===== config.mk =====
export PLATFORM = sky130hd
export DESIGN_NAME = servo_sequencer
export DESIGN_NICKNAME = d
export VERILOG_FILES = /design/src/rtl/servo_pkg.sv /design/src/rtl/servo_sequencer_tick_gen.sv /design/src/rtl/servo_sequencer.sv
export SDC_FILE = /design/constraint.sdc
export NUM_CORES = 1
export LEC_CHECK = 0
export BUFFER_PORTS_ARGS = -buffer_cell sky130_fd_sc_hd__buf_2
export CAP_MARGIN = 10
export CORE_MARGIN = 2
export CORE_UTILIZATION = 24
export CTS_CLUSTER_SIZE = 24
export DETAILED_ROUTE_END_ITERATION = 16
export GPL_ROUTABILITY_DRIVEN = 0
export PLACE_DENSITY = 0.36
export SLEW_MARGIN = 10
export SYNTH_ARGS = -nofsm -noshare
export SYNTH_HDL_FRONTEND = slang
export SYNTH_HIERARCHICAL = 1
export SYNTH_SLANG_ARGS = --single-unit

===== constraint.sdc =====
create_clock -name clock -period 2.9 [get_ports clock]
set_clock_uncertainty 0.2 [all_clocks]
set_input_delay 0.58 -clock clock [delete_from_list [all_inputs] [get_ports clock]]
set_output_delay 0.58 -clock clock [all_outputs]
set_load 0.01 [all_outputs]

===== src/rtl/servo_pkg.sv =====
// servo_pkg: shared types and constants for the servo sequencer.
// Holds the FSM state enum, the position/channel widths, the default timing
// constants and the position-to-ticks helper.
package servo_pkg;

    typedef enum logic [1:0] {
        StDisabled = 2'd0,
        StCommit   = 2'd1,
        StRun      = 2'd2
    } state_t;

    localparam int unsigned POS_W = 8;
    localparam int unsigned CH_W  = 4;

    localparam int unsigned DEF_NUM_CH      = 4;
    localparam int unsigned DEF_TICK_DIV    = 50;
    localparam int unsigned DEF_FRAME_TICKS = 20000;
    localparam int unsigned DEF_MIN_TICKS   = 1000;
    localparam int unsigned DEF_POS_SHIFT   = 2;
    localparam int unsigned DEF_CENTER_POS  = 128;
    localparam int unsigned DEF_SLEW_STEP   = 4;

    // Pulse width in ticks, evaluated at 32 bits so it cannot wrap.
    function automatic logic [31:0] pulse_ticks(input logic [POS_W-1:0] pos,
                                                input int unsigned min_ticks,
                                                input int unsigned shift);
        return min_ticks + ({24'd0, pos} << shift);
    endfunction

endpackage


===== src/rtl/servo_sequencer_tick_gen.sv =====
// servo_tick_gen: TICK_DIV prescaler producing a one-clock tick.
// While i_clear is high the counter is held at zero and no tick is produced,
// so the first tick after release arrives TICK_DIV clocks later.
module servo_tick_gen #(
    parameter int unsigned TICK_DIV = 50
) (
    input  logic clock,
    input  logic reset,
    input  logic i_clear,
    output logic o_tick
);
    localparam int unsigned CNT_W = (TICK_DIV > 1) ? $clog2(TICK_DIV) : 1;
    localparam logic [CNT_W-1:0] LAST = CNT_W'(TICK_DIV - 1);

    logic [CNT_W-1:0] r_cnt;

    // Prescaler counter: wraps at TICK_DIV-1, synchronously cleared.
    always_ff @(posedge clock or posedge reset) begin
        if (reset) begin
            r_cnt <= '0;
        end else if (i_clear || (r_cnt == LAST)) begin
            r_cnt <= '0;
        end else begin
            r_cnt <= r_cnt + 1'b1;
        end
    end

    assign o_tick = !i_clear && (r_cnt == LAST);

endmodule


===== src/rtl/servo_sequencer.sv =====
// servo_sequencer: multi-channel servo PWM frame generator.
// Commands load per-channel shadow positions; each frame COMMIT copies them to
// the active positions that set the pulse widths. Defining SERVO_SLEW_EN makes
// COMMIT step active toward shadow by at most SLEW_STEP instead of copying.
module servo_sequencer
    import servo_pkg::*;
#(
    parameter int unsigned NUM_CH      = DEF_NUM_CH,
    parameter int unsigned TICK_DIV    = DEF_TICK_DIV,
    parameter int unsigned FRAME_TICKS = DEF_FRAME_TICKS,
    parameter int unsigned MIN_TICKS   = DEF_MIN_TICKS,
    parameter int unsigned POS_SHIFT   = DEF_POS_SHIFT,
    parameter int unsigned CENTER_POS  = DEF_CENTER_POS,
    parameter int unsigned SLEW_STEP   = DEF_SLEW_STEP
) (
    input  logic              clock,
    input  logic              reset,
    input  logic              enable,
    input  logic              cmd_valid,
    output logic              cmd_ready,
    input  logic [CH_W-1:0]   cmd_channel,
    input  logic [POS_W-1:0]  cmd_position,
    output logic [NUM_CH-1:0] pwm,
    output logic              frame_start
);
    localparam int unsigned WW = $clog2(FRAME_TICKS + 1);
    localparam logic [WW-1:0] FRAME_LAST = WW'(FRAME_TICKS - 1);
    localparam logic [WW-1:0] FRAME_FULL = WW'(FRAME_TICKS);
    localparam logic [POS_W-1:0] CENTER = POS_W'(CENTER_POS);

    if (NUM_CH < 1 || NUM_CH > 16 || SLEW_STEP > 255) begin : g_param_check
        $error("servo_sequencer: parameter out of range");
    end

    state_t             r_state, w_state_d;
    logic [WW-1:0]      r_frame_cnt, w_frame_cnt_d;
    logic [POS_W-1:0]   r_shadow [NUM_CH];
    logic [POS_W-1:0]   r_active [NUM_CH];
    logic [POS_W-1:0]   w_active_d [NUM_CH];
    logic [31:0]        w_raw [NUM_CH];
    logic [WW-1:0]      w_width [NUM_CH];
    logic [NUM_CH-1:0]  w_full_next;
    logic [NUM_CH-1:0]  r_pwm, w_pwm_d;
    logic               w_tick, w_tick_clr, w_accept;

    servo_tick_gen #(
        .TICK_DIV (TICK_DIV)
    ) u_tick_gen (
        .clock   (clock),
        .reset   (reset),
        .i_clear (w_tick_clr),
        .o_tick  (w_tick)
    );

    assign w_tick_clr = (r_state != StRun) || !enable;
    assign cmd_ready  = !reset && (r_state != StCommit);
    assign w_accept   = cmd_valid && cmd_ready;
    assign pwm        = r_pwm;

    // State register.
    always_ff @(posedge clock or posedge reset) begin
        if (reset) r_state <= StDisabled;
        else       r_state <= w_state_d;
    end

    // Next state and frame_start; enable low overrides every transition.
    always_comb begin
        w_state_d   = r_state;
        frame_start = 1'b0;
        case (r_state)
            StDisabled: w_state_d = StCommit;
            StCommit: begin
                w_state_d   = StRun;
                frame_start = 1'b1;
            end
            StRun: if (w_tick && (r_frame_cnt == FRAME_LAST)) w_state_d = StCommit;
            default: w_state_d = StDisabled;
        endcase
        if (!enable) w_state_d = StDisabled;
    end

    // Frame tick counter: zero outside RUN, wraps on the last tick of a frame.
    always_comb begin
        w_frame_cnt_d = r_frame_cnt;
        if ((r_state != StRun) || !enable) begin
            w_frame_cnt_d = '0;
        end else if (w_tick) begin
            w_frame_cnt_d = (r_frame_cnt == FRAME_LAST) ? '0 : r_frame_cnt + 1'b1;
        end
    end

    // Frame tick counter register.
    always_ff @(posedge clock or posedge reset) begin
        if (reset) r_frame_cnt <= '0;
        else       r_frame_cnt <= w_frame_cnt_d;
    end

    // Value active takes at COMMIT, plus widths clamped to the frame length.
    always_comb begin
        for (int ch = 0; ch < NUM_CH; ch++) begin
`ifdef SERVO_SLEW_EN
            if (r_shadow[ch] > r_active[ch]) begin
                w_active_d[ch] = ((r_shadow[ch] - r_active[ch]) > POS_W'(SLEW_STEP))
                               ? r_active[ch] + POS_W'(SLEW_STEP) : r_shadow[ch];
            end else begin
                w_active_d[ch] = ((r_active[ch] - r_shadow[ch]) > POS_W'(SLEW_STEP))
                               ? r_active[ch] - POS_W'(SLEW_STEP) : r_shadow[ch];
            end
`else
            w_active_d[ch] = r_shadow[ch];
`endif
            w_raw[ch]       = pulse_ticks(r_active[ch], MIN_TICKS, POS_SHIFT);
            w_width[ch]     = (w_raw[ch] >= FRAME_TICKS) ? FRAME_FULL : w_raw[ch][WW-1:0];
            w_full_next[ch] = pulse_ticks(w_active_d[ch], MIN_TICKS, POS_SHIFT) >= FRAME_TICKS;
        end
    end

    // Shadow loads on accept; out-of-range channels match no entry and are dropped.
    always_ff @(posedge clock or posedge reset) begin
        if (reset) begin
            for (int ch = 0; ch < NUM_CH; ch++) r_shadow[ch] <= CENTER;
        end else begin
            for (int ch = 0; ch < NUM_CH; ch++) begin
                if (w_accept && (cmd_channel == CH_W'(ch))) r_shadow[ch] <= cmd_position;
            end
        end
    end

    // Active positions update only at COMMIT, all channels together.
    always_ff @(posedge clock or posedge reset) begin
        if (reset) begin
            for (int ch = 0; ch < NUM_CH; ch++) r_active[ch] <= CENTER;
        end else if (r_state == StCommit) begin
            for (int ch = 0; ch < NUM_CH; ch++) r_active[ch] <= w_active_d[ch];
        end
    end

    // PWM next value; a full-frame channel stays high through COMMIT so the wrap is glitch-free.
    always_comb begin
        w_pwm_d = '0;
        if (enable) begin
            for (int ch = 0; ch < NUM_CH; ch++) begin
                if (r_state == StRun)         w_pwm_d[ch] = r_frame_cnt < w_width[ch];
                else if (r_state == StCommit) w_pwm_d[ch] = w_full_next[ch];
            end
        end
    end

    // Registered PWM outputs.
    always_ff @(posedge clock or posedge reset) begin
        if (reset) r_pwm <= '0;
        else       r_pwm <= w_pwm_d;
    end

endmodule

### Word-level counts from Yosys, hierarchy flattened

Index checks and enable logic that the tools add are counted.

| operators by class | value |
|---|---|
| add/subtract/negate cells | 10 |
| $mul | 0 |
| divide/modulo/power cells | 0 |
| order comparisons | 12 |
| eq/ne operators | 10 |
| shift operators | 0 |
| muxes and demuxes | 21 |
| bitwise logic cells | 0 |
| reductions and logical operators | 16 |

Operators with widths:

| kind | number |
|---|---|
| 11-bit by 15-bit greater-or-equal comparator with 1-bit output (second input constant) | 8 |
| 15-bit two-way mux | 7 |
| 10-bit by 10-bit adder with 11-bit output (first input constant) | 8 |
| 15-bit less-than comparator | 4 |
| 15-bit by 1-bit adder with 15-bit output (second input constant) | 1 |
| 15-bit == test (second input constant) | 1 |
| 1-bit two-way mux | 9 |
| 4-bit by 2-bit == test with 1-bit output (second input constant) | 2 |
| 1-bit logical AND | 8 |
| 6-bit by 1-bit adder with 6-bit output (second input constant) | 1 |
| 6-bit == test (second input constant) | 1 |
| 6-bit two-way mux | 1 |
| 2-bit one-hot mux with 3 select lines | 1 |
| 4-bit by 1-bit == test with 1-bit output (second input constant) | 1 |
| 4-bit zero test | 1 |
| 2-bit two-way mux | 2 |
| 4-bit two-way mux | 1 |
| 1-bit zero test | 3 |
| 3-bit != test (second input constant) | 1 |
| 2-bit by 1-bit == test with 1-bit output (second input constant) | 1 |
| 2-bit == test (second input constant) | 1 |
| 2-bit zero test | 1 |
| 1-bit logical OR | 2 |
| 2-bit by 1-bit != test with 1-bit output (second input constant) | 1 |
| 2 further kinds | 2 |

| storage, ports and cells | value |
|---|---|
| flip-flop bits (word level) | 91 |
| bits in latches | 0 |
| RAM bits | 0 |
| ROM bits | 0 |
| bits of input ports | 16 |
| output and inout port bits | 6 |
| word-level logic and storage cells | 81 |
| memories kept | 0 |

### Longest topological paths before layout

Gate-level depths: netlist of run 1.

| depth | value |
|---|---|
| depth after elaboration | 8 |
| gate-level depth with buffers | 10 |

### Modules after synthesis

Netlist of run 1, hierarchy kept.

By module, submodules not included:

| module | times used | cells each | area each (µm²) | seq. area each (µm²) |
|---|---|---|---|---|
| servo_sequencer | 1 | 376 | 4523.1 | 2137.0 |
| servo_tick_gen | 1 | 28 | 290.3 | 150.1 |

### Worst setup path before layout of run 1

Ideal clock, no wire load.

| path | value |
|---|---|
| kind | input to register |
| start point | in enable |
| end point | reg r_frame_cnt[13] |
| arrival | 2502 ps |
| setup slack | 73 ps |
| stages | 10 |
| path through | and3b_1 > clkbuf_1 > clkinv_1 > nor2_1 > buf_2 > nor4bb_1 > clkbuf_1 > nor4_1 > mux2i_1 > nor3_1 |

| between the ends | value |
|---|---|
| cells in the longest elaborated chain, start to end | 5 |
| elaborated cells on any way between the ends | 6 |
| classes of those cells | mux: 1; reduce/logical: 5 |

RTL lines:

| what | RTL line | text |
|---|---|---|
| start, declared | servo_sequencer.sv:18 | `input logic enable,` |
| 1-bit zero test | servo_sequencer.sv:55 | `assign w_tick_clr = (r_state != StRun) \|\| !enable;` |
| 1-bit logical OR | servo_sequencer.sv:55 |  |
| via w_tick_clr | servo_sequencer.sv:44 | `logic w_tick, w_tick_clr, w_accept;` |
| 1-bit zero test | servo_sequencer_tick_gen.sv:28 | `assign o_tick = !i_clear && (r_cnt == LAST);` |
| 1-bit logical AND | servo_sequencer_tick_gen.sv:28 |  |
| via w_tick | servo_sequencer.sv:44 |  |
| 2-bit nonzero test (no source line) | -- |  |
| end signal, assigned | servo_sequencer.sv:95 | `else r_frame_cnt <= w_frame_cnt_d;` |
| end, declared | servo_sequencer.sv:36 | `logic [WW-1:0] r_frame_cnt, w_frame_cnt_d;` |

The timed path passes the listed nets, and every way through them passes these cells.
A chain may end at the register's enable or synchronous reset.

### Worst setup path in the final report of run 1

| path | value |
|---|---|
| start point | reg r_active[1] (netlist name) |
| end point | reg r_pwm[3], in the netlist pwm[3] |

| between the ends | value |
|---|---|
| cells in the longest elaborated chain, start to end | 6 |

RTL lines:

| what | RTL line | text |
|---|---|---|
| start, declared | servo_sequencer.sv:38 | `logic [POS_W-1:0] r_active [NUM_CH];` |
| 10-bit by 10-bit adder with 11-bit output (*) | servo_pkg.sv:27 | `return min_ticks + ({24'd0, pos} << shift);` |
| 11-bit by 15-bit greater-or-equal comparator with 1-bit output | servo_sequencer.sv:113 | `w_width[ch] = (w_raw[ch] >= FRAME_TICKS) ? FRAME_FULL : w_raw[ch][WW-1:0];` |
| 15-bit two-way mux (*) | servo_sequencer.sv:113 |  |
| 15-bit less-than comparator (*) | servo_sequencer.sv:143 | `if (r_state == StRun) w_pwm_d[ch] = r_frame_cnt < w_width[ch];` |
| 1-bit two-way mux (*) | servo_sequencer.sv:143 |  |
| 4-bit two-way mux (*) | servo_sequencer.sv:141 | `if (enable) begin` |
| via w_pwm_d[3] | servo_sequencer.sv:43 | `logic [NUM_CH-1:0] r_pwm, w_pwm_d;` |
| end signal, assigned | servo_sequencer.sv:152 | `else r_pwm <= w_pwm_d;` |
| end, declared | servo_sequencer.sv:43 |  |

Mark *: on every way through the listed nets, which the timed path passes. The rest lies on a longest branch.

==> results by group, run 1 <==
Yosys
  – Count of cell types in the netlist: 48
  – Post-synth EDFFs: 0
  – Synth Register Bits: 91
  – Main synth FF type: dfrtp_1
  – Synth Cell Area: 4810 um2
  – Register area share after synthesis: 47.5%
  – Cells after Synth: 404
  – Most common cell in the synthesized netlist: dfrtp_1
  – Syn nets: 459
  – Top cells by area, synth: dfrtp_1 (43%), mux2_2 (15%), ha_1 (10%)
  – Dominant cell type by area after synthesis: dfrtp_1
  – Ys async rst share: 100%
  – Share of the synthesized area in the top cell type: 43.2%
  – Commonest cells post-synth: dfrtp_1 (83), mux2_2 (64), ha_1 (39)
  – Synth warnings: 6
  – Syn Area/Cell: 11.9 um2

CTS
  – Root buffer cell: clkbuf_16
  – CTS tree: yes
  – Reg clk slew, reported paths: 70 ps
  – Clk sink count: 91
  – Clock latency on the worst-skew pair: 350 ps
  – Post-CTS Setup Inserts: 0
  – CTS Buffer Depth: 2
  – Post-CTS Hold Buffers: 0
  – CTS Buf Count: 9
  – H-tree depth: 3
  – Post-cts sizing count: 0

STA
  – Min cycle time layout: 2480 ps
  – Setup TNS: 0 ps
  – Endpoints failing hold: 0
  – Unrepaired setup endpoints after global routing: false
  – Fmax: 404 MHz
  – Final setup vio count: 0
  – Slew @ Worst Pin: 588 ps
  – Fin crit share: 85.4%
  – Hold slack final: 140 ps
  – Slew margin rel.: 60.7%
  – Max Slew Vio Count: 0

Floorplan
  – Core area: 19600 um2
  – Site Rows: 51
  – Die X: 146 um
  – Initial Util: 24.6%
  – Die area: 21200 um2
  – Height of the die: 146 um
  – IO Count: 22

Worst setup path
  – Worst EP required: 2950 ps
  – Max FO, Critical Path: 4
  – Crit start category: flop
  – Worst setup EP type: flop
  – WP data arrival: 2520 ps
  – Worst Setup Path Type: reg2reg

Final layout
  – ANT cells: 0
  – Layout cell share with drive strength beyond 1: 28.7%
  – Fin cells: 707
  – Synthesis-to-layout area growth: 16.9%
  – Nets: 492

Global route
  – Initial antenna violation count: 0
  – First-pass GRT wire length: 19.1 mm
  – Total GRT Usage: 11.8%
  – Pin count of the biggest net entering global routing: 53
  – Vias in the first global route: 3353
  – Grt total ovfl: 0

Power and ir drop
  – Peak supply drop: 258 uV
  – Pleak: 2.62 nW
  – Pwr dens: 719 nW/um2

Route
  – Pre-Repair DR Iteration Count: 4
  – Post-DRT Antenna Nets: 0
  – Detailed-route DRC error count: 0
  – Post-DR vias/cell: 4.54
  – DR iter-0 viols: 150
  – Routed len/inst: 16.5 um
  – Routed WL: 11.7 mm
  – Via count: 3210

Placed design
  – Placed Cells: 691
  – PortBufs: 21
  – HPWL Detailed: 8.51 mm

Hold path
  – Min-delay worst type: in2async

Run
  – Max_cap viols: 0

Run status
  – Status: finished clean
## stage by stage
step	total power [mW]	instance area [um2]	worst slack, ps	utilization [%]
floorplan	2.55	4820	72.7	-
global placement	2.84	5330	314	27.2
detailed placement	2.87	5330	290	27.2
CTS	4.13	5630	418	28.7
global route	4.36	5630	258	28.7
finish	4.05	5630	423	28.7
## sequential cells by signal, indices dropped and copies added (netlist names)
signal / flops
pwm: 4
r_active: 32
r_frame_cnt: 15
r_shadow: 32
r_state: 2
u_tick_gen/r_cnt: 6
## worst paths after layout
kind,startpoint,end,slack [ps],cells past startpoint
min,reset,u_tick_gen/r_cnt[5],140,3
max reg2reg,r_active[1],pwm[3],420,8
max,r_active[1],pwm[3],420,8
min in group clock,enable,r_state[1],280,3
max in group asynchronous,reset,r_active[23],1680,4
min reg2reg,r_shadow[10],r_active[10],310,1
## logic make-up after synthesis
| family | synth area share, % |
|---|---|
| AO/OA/AOI/OAI | 6.97 |
| buffers and inverters | 1.53 |
| AND/OR/NAND/NOR | 13.0 |
| multiplexers | 15.2 |
| adder cells (fa/ha/maj) | 10.1 |
| XOR/XNOR | 5.64 |
| flip-flops | 47.5 |
## power breakdown
group	leakage (nW)	switching (mW)	internal (mW)	total, mW
logic	1.28	0.512	0.577	1.09
clock network	0.144	0.539	0.679	1.22
registers	1.19	0.220	1.52	1.74
## cell type report
type | count | area [um2]
fill | 2053 | 14000
multi-input combinational | 294 | 2460
sequential | 91 | 2290
tap | 265 | 332
clock buffer | 10 | 229
timing repair buffer | 31 | 205
clock inverter | 6 | 72.6
inverter | 10 | 41.3
## worst max-delay path: stages (launching register included)
cell and delay, ps:
dfrtp_1 410, ha_1 240, nor3_1 300, xnor2_1 170, ha_1 260, a21o_1 190, a211oi_1 240, o21ai_0 150
a21oi_1 220
## placed cells by master, fill, tap and decap left out, drive strengths merged, types with 2 or more instances in the layout
master    synthesis  routed
mux2             64      64
a21o              8       8
or3               5       5
nor3             17      17
nand3            15      15
a21oi            12      12
xnor2            20      20
dfrtp            83      83
dfstp             8       8
or3b              2       2
and3              2       2
clkinv            1       3
and3b             2       2
nor4              7       7
o21ai             9       9
xor2             11      11
ha               39      39
nand2b            7       7
o41ai             2       2
nor3b             4       4
o31ai             4       4
a211oi            4       4
clkbuf            4      10
nor2             23      23
buf               5      31
a211o             4       4
clkinvlp          0       2
nand4             5       5
nand2            15      15
inv               9      10
or4               3       3
## routing by layer
layer | vias up | GRT usage, % | wire length (um)
li1 | 1547 | - | -
met1 | 1572 | 16.1 | 5730
met2 | 71 | 18.0 | 5230
met3 | 20 | 2.73 | 445
met4 | 0 | 4.66 | 259
met5 | - | 0 | 0
Note: power is estimated with default switching activity, not from simulation.
==> inputs of run 2 (changes only) <==
- CELL_PAD_IN_SITES_DETAIL_PLACEMENT: not set -> 1
- CELL_PAD_IN_SITES_GLOBAL_PLACEMENT: not set -> 1
- PLACE_DENSITY: 0.36 -> 0.55
==> results by group, run 2 (same netlist as run 1, synthesis figures left out) <==
Run status
  – Status: finished clean

STA
  – Setup TNS: 0 ps (unchanged)
  – Unrepaired setup endpoints after global routing: false
  – Min cycle time layout: 2450 ps (-26.4 ps)
  – Endpoints failing hold: 0 (unchanged)
  – Final setup vio count: 0 (unchanged)
  – Fin crit share: 84.5% (-0.91 points)
  – Slew @ Worst Pin: 672 ps (+84.5 ps)
  – Fmax: 408 MHz (+1.1%)
  – Slew margin rel.: 55.1% (-5.6 points)
  – Max Slew Vio Count: 0 (unchanged)

Worst setup path
  – Max FO, Critical Path: 4 (unchanged)
  – Crit start category: flop
  – Worst setup EP type: flop
  – Worst EP required: 2950 ps (about the same)
  – Worst Setup Path Type: reg2reg
  – WP data arrival: 2500 ps (-20 ps)

Final layout
  – Nets: 490 (-0.41%)
  – Synthesis-to-layout area growth: 16.7%
  – Filler cells: 2167 (+5.6%)
  – Most common cell after layout, fill and taps aside: dfrtp_1
  – Most frequent cells in the layout: dfrtp_1 (83), mux2_2 (64), ha_1 (39), nor2_1 (23), buf_2 (21)
  – Fin cells: 705 (-0.28%)
  – Top flop regs: r_active (32), r_shadow (32), r_frame_cnt (15)
  – Finished Core Util: 28.7% (-0.045 points)
  – Layout cell share with drive strength beyond 1: 28.4% (-0.32 points)
  – ANT cells: 0 (unchanged)

Global route
  – Pin count of the biggest net entering global routing: 34 (-36%)
  – Total GRT Usage: 11.9% (+0.17 points)
  – Vias in the first global route: 3556 (+6.1%)
  – First-pass GRT wire length: 19.5 mm (+2.2%)
  – Grt total ovfl: 0 (unchanged)
  – Initial antenna violation count: 0 (unchanged)

CTS
  – CTS Buf Count: 9 (unchanged)
  – Post-cts sizing count: 0 (unchanged)
  – Post-CTS Hold Buffers: 0 (unchanged)
  – Reg clk slew, reported paths: 70 ps (about the same)
  – CTS tree: yes
  – CTS Buffer Depth: 2 (unchanged)
  – Post-CTS Setup Inserts: 0 (unchanged)
  – H-tree depth: 3 (unchanged)
  – Clock latency on the worst-skew pair: 350 ps (about the same)
  – Root buffer cell: clkbuf_16
  – Clk sink count: 91 (unchanged)

Floorplan
  – Height of the die: 146 um (unchanged)
  – Die X: 146 um (unchanged)
  – Initial Util: 24.6% (unchanged)
  – Site Rows: 51 (unchanged)
  – Die area: 21200 um2 (unchanged)
  – Core area: 19600 um2 (unchanged)
  – IO Count: 22 (unchanged)

Power and ir drop
  – Pleak: 2.61 nW (about the same)
  – Pwr dens: 726 nW/um2 (+0.89%)
  – Peak supply drop: 293 uV (+13%)

Placed design
  – PortBufs: 21 (unchanged)
  – HPWL Detailed: 8.83 mm (+3.7%)
  – Placed Cells: 689 (-0.29%)

Hold path
  – Min-delay worst type: in2async

Route
  – Post-DR vias/cell: 4.64 (+2.1%)
  – Routed WL: 11.7 mm (+0.28%)
  – Routed len/inst: 16.6 um (+0.57%)
  – Detailed-route DRC error count: 0 (unchanged)
  – Post-DRT Antenna Nets: 0 (unchanged)
  – Pre-Repair DR Iteration Count: 3 (-1)
  – Via count: 3269 (+1.8%)
  – DR iter-0 viols: 159 (+6.0%)

Run
  – Max_cap viols: 0 (unchanged)
[run 2: routing by layer]
layer / vias up / part of all wire, % / GRT usage [%]
met3: 16 / 2.8 / 3.01
li1: 1543 / - / -
met4: 0 / 2.1 / 4.95
met5: - / 0 / 0
met1: 1666 / 48 / 15.5
met2: 44 / 47 / 19.0
[run 2: final cells by class]
| class | count | area, um2 | area share [%] |
|---|---|---|---|
| Multi-Input combinational cell | 294 | 2460 | 43.8 |
| Sequential cell | 91 | 2290 | 40.7 |
| Tap cell | 265 | 332 | 5.90 |
| Clock buffer | 10 | 229 | 4.08 |
| Timing Repair Buffer | 29 | 190 | 3.39 |
| Clock inverter | 6 | 78.8 | 1.40 |
| Inverter | 10 | 41.3 | 0.735 |
[run 2: path summary, 6_finish.rpt]
kind / from / end / slack, ps / depth (start not counted)
setup / recovery: r_active[1] / pwm[3] / 450 / 8
hold / removal: reset / u_tick_gen/r_cnt[1] / 70 / 2
setup reg to reg: r_active[1] / pwm[3] / 450 / 8
hold reg to reg: r_shadow[11] / r_shadow[11] / 300 / 1
max in group asynchronous: reset / r_active[23] / 1610 / 3
min in group clock: enable / r_state[1] / 270 / 3
[run 2: power by group]
| group | switching (mW) | total (mW) | internal (mW) |
|---|---|---|---|
| combinational | 0.529 | 1.11 | 0.578 |
| sequential | 0.222 | 1.74 | 1.52 |
| clock | 0.538 | 1.23 | 0.690 |
| total | 1.29 | 4.08 | 2.79 |
[run 2: critical path, stage by stage (launching register included)]
cell and delay [ps]:
dfrtp_1 420, ha_1 240, nor3_1 310, xnor2_1 170, ha_1 270, a21o_1 190, a211oi_1 230, o21ai_0 120
a21oi_1 190
[run 2: metrics by stage]
stage | hold slack (ps) | power (mW) | setup slack (ps) | cell area [um2]
3_5_place_dp | 291 | 2.89 | 317 | 5310
3_3_place_gp | 282 | 2.82 | 356 | 5310
6_report | 68.3 | 4.08 | 449 | 5620
4_1_cts | 72.1 | 4.15 | 408 | 5620
2_1_floorplan | 171 | 2.55 | 72.7 | 4820
5_1_grt | 93.1 | 4.39 | 230 | 5620
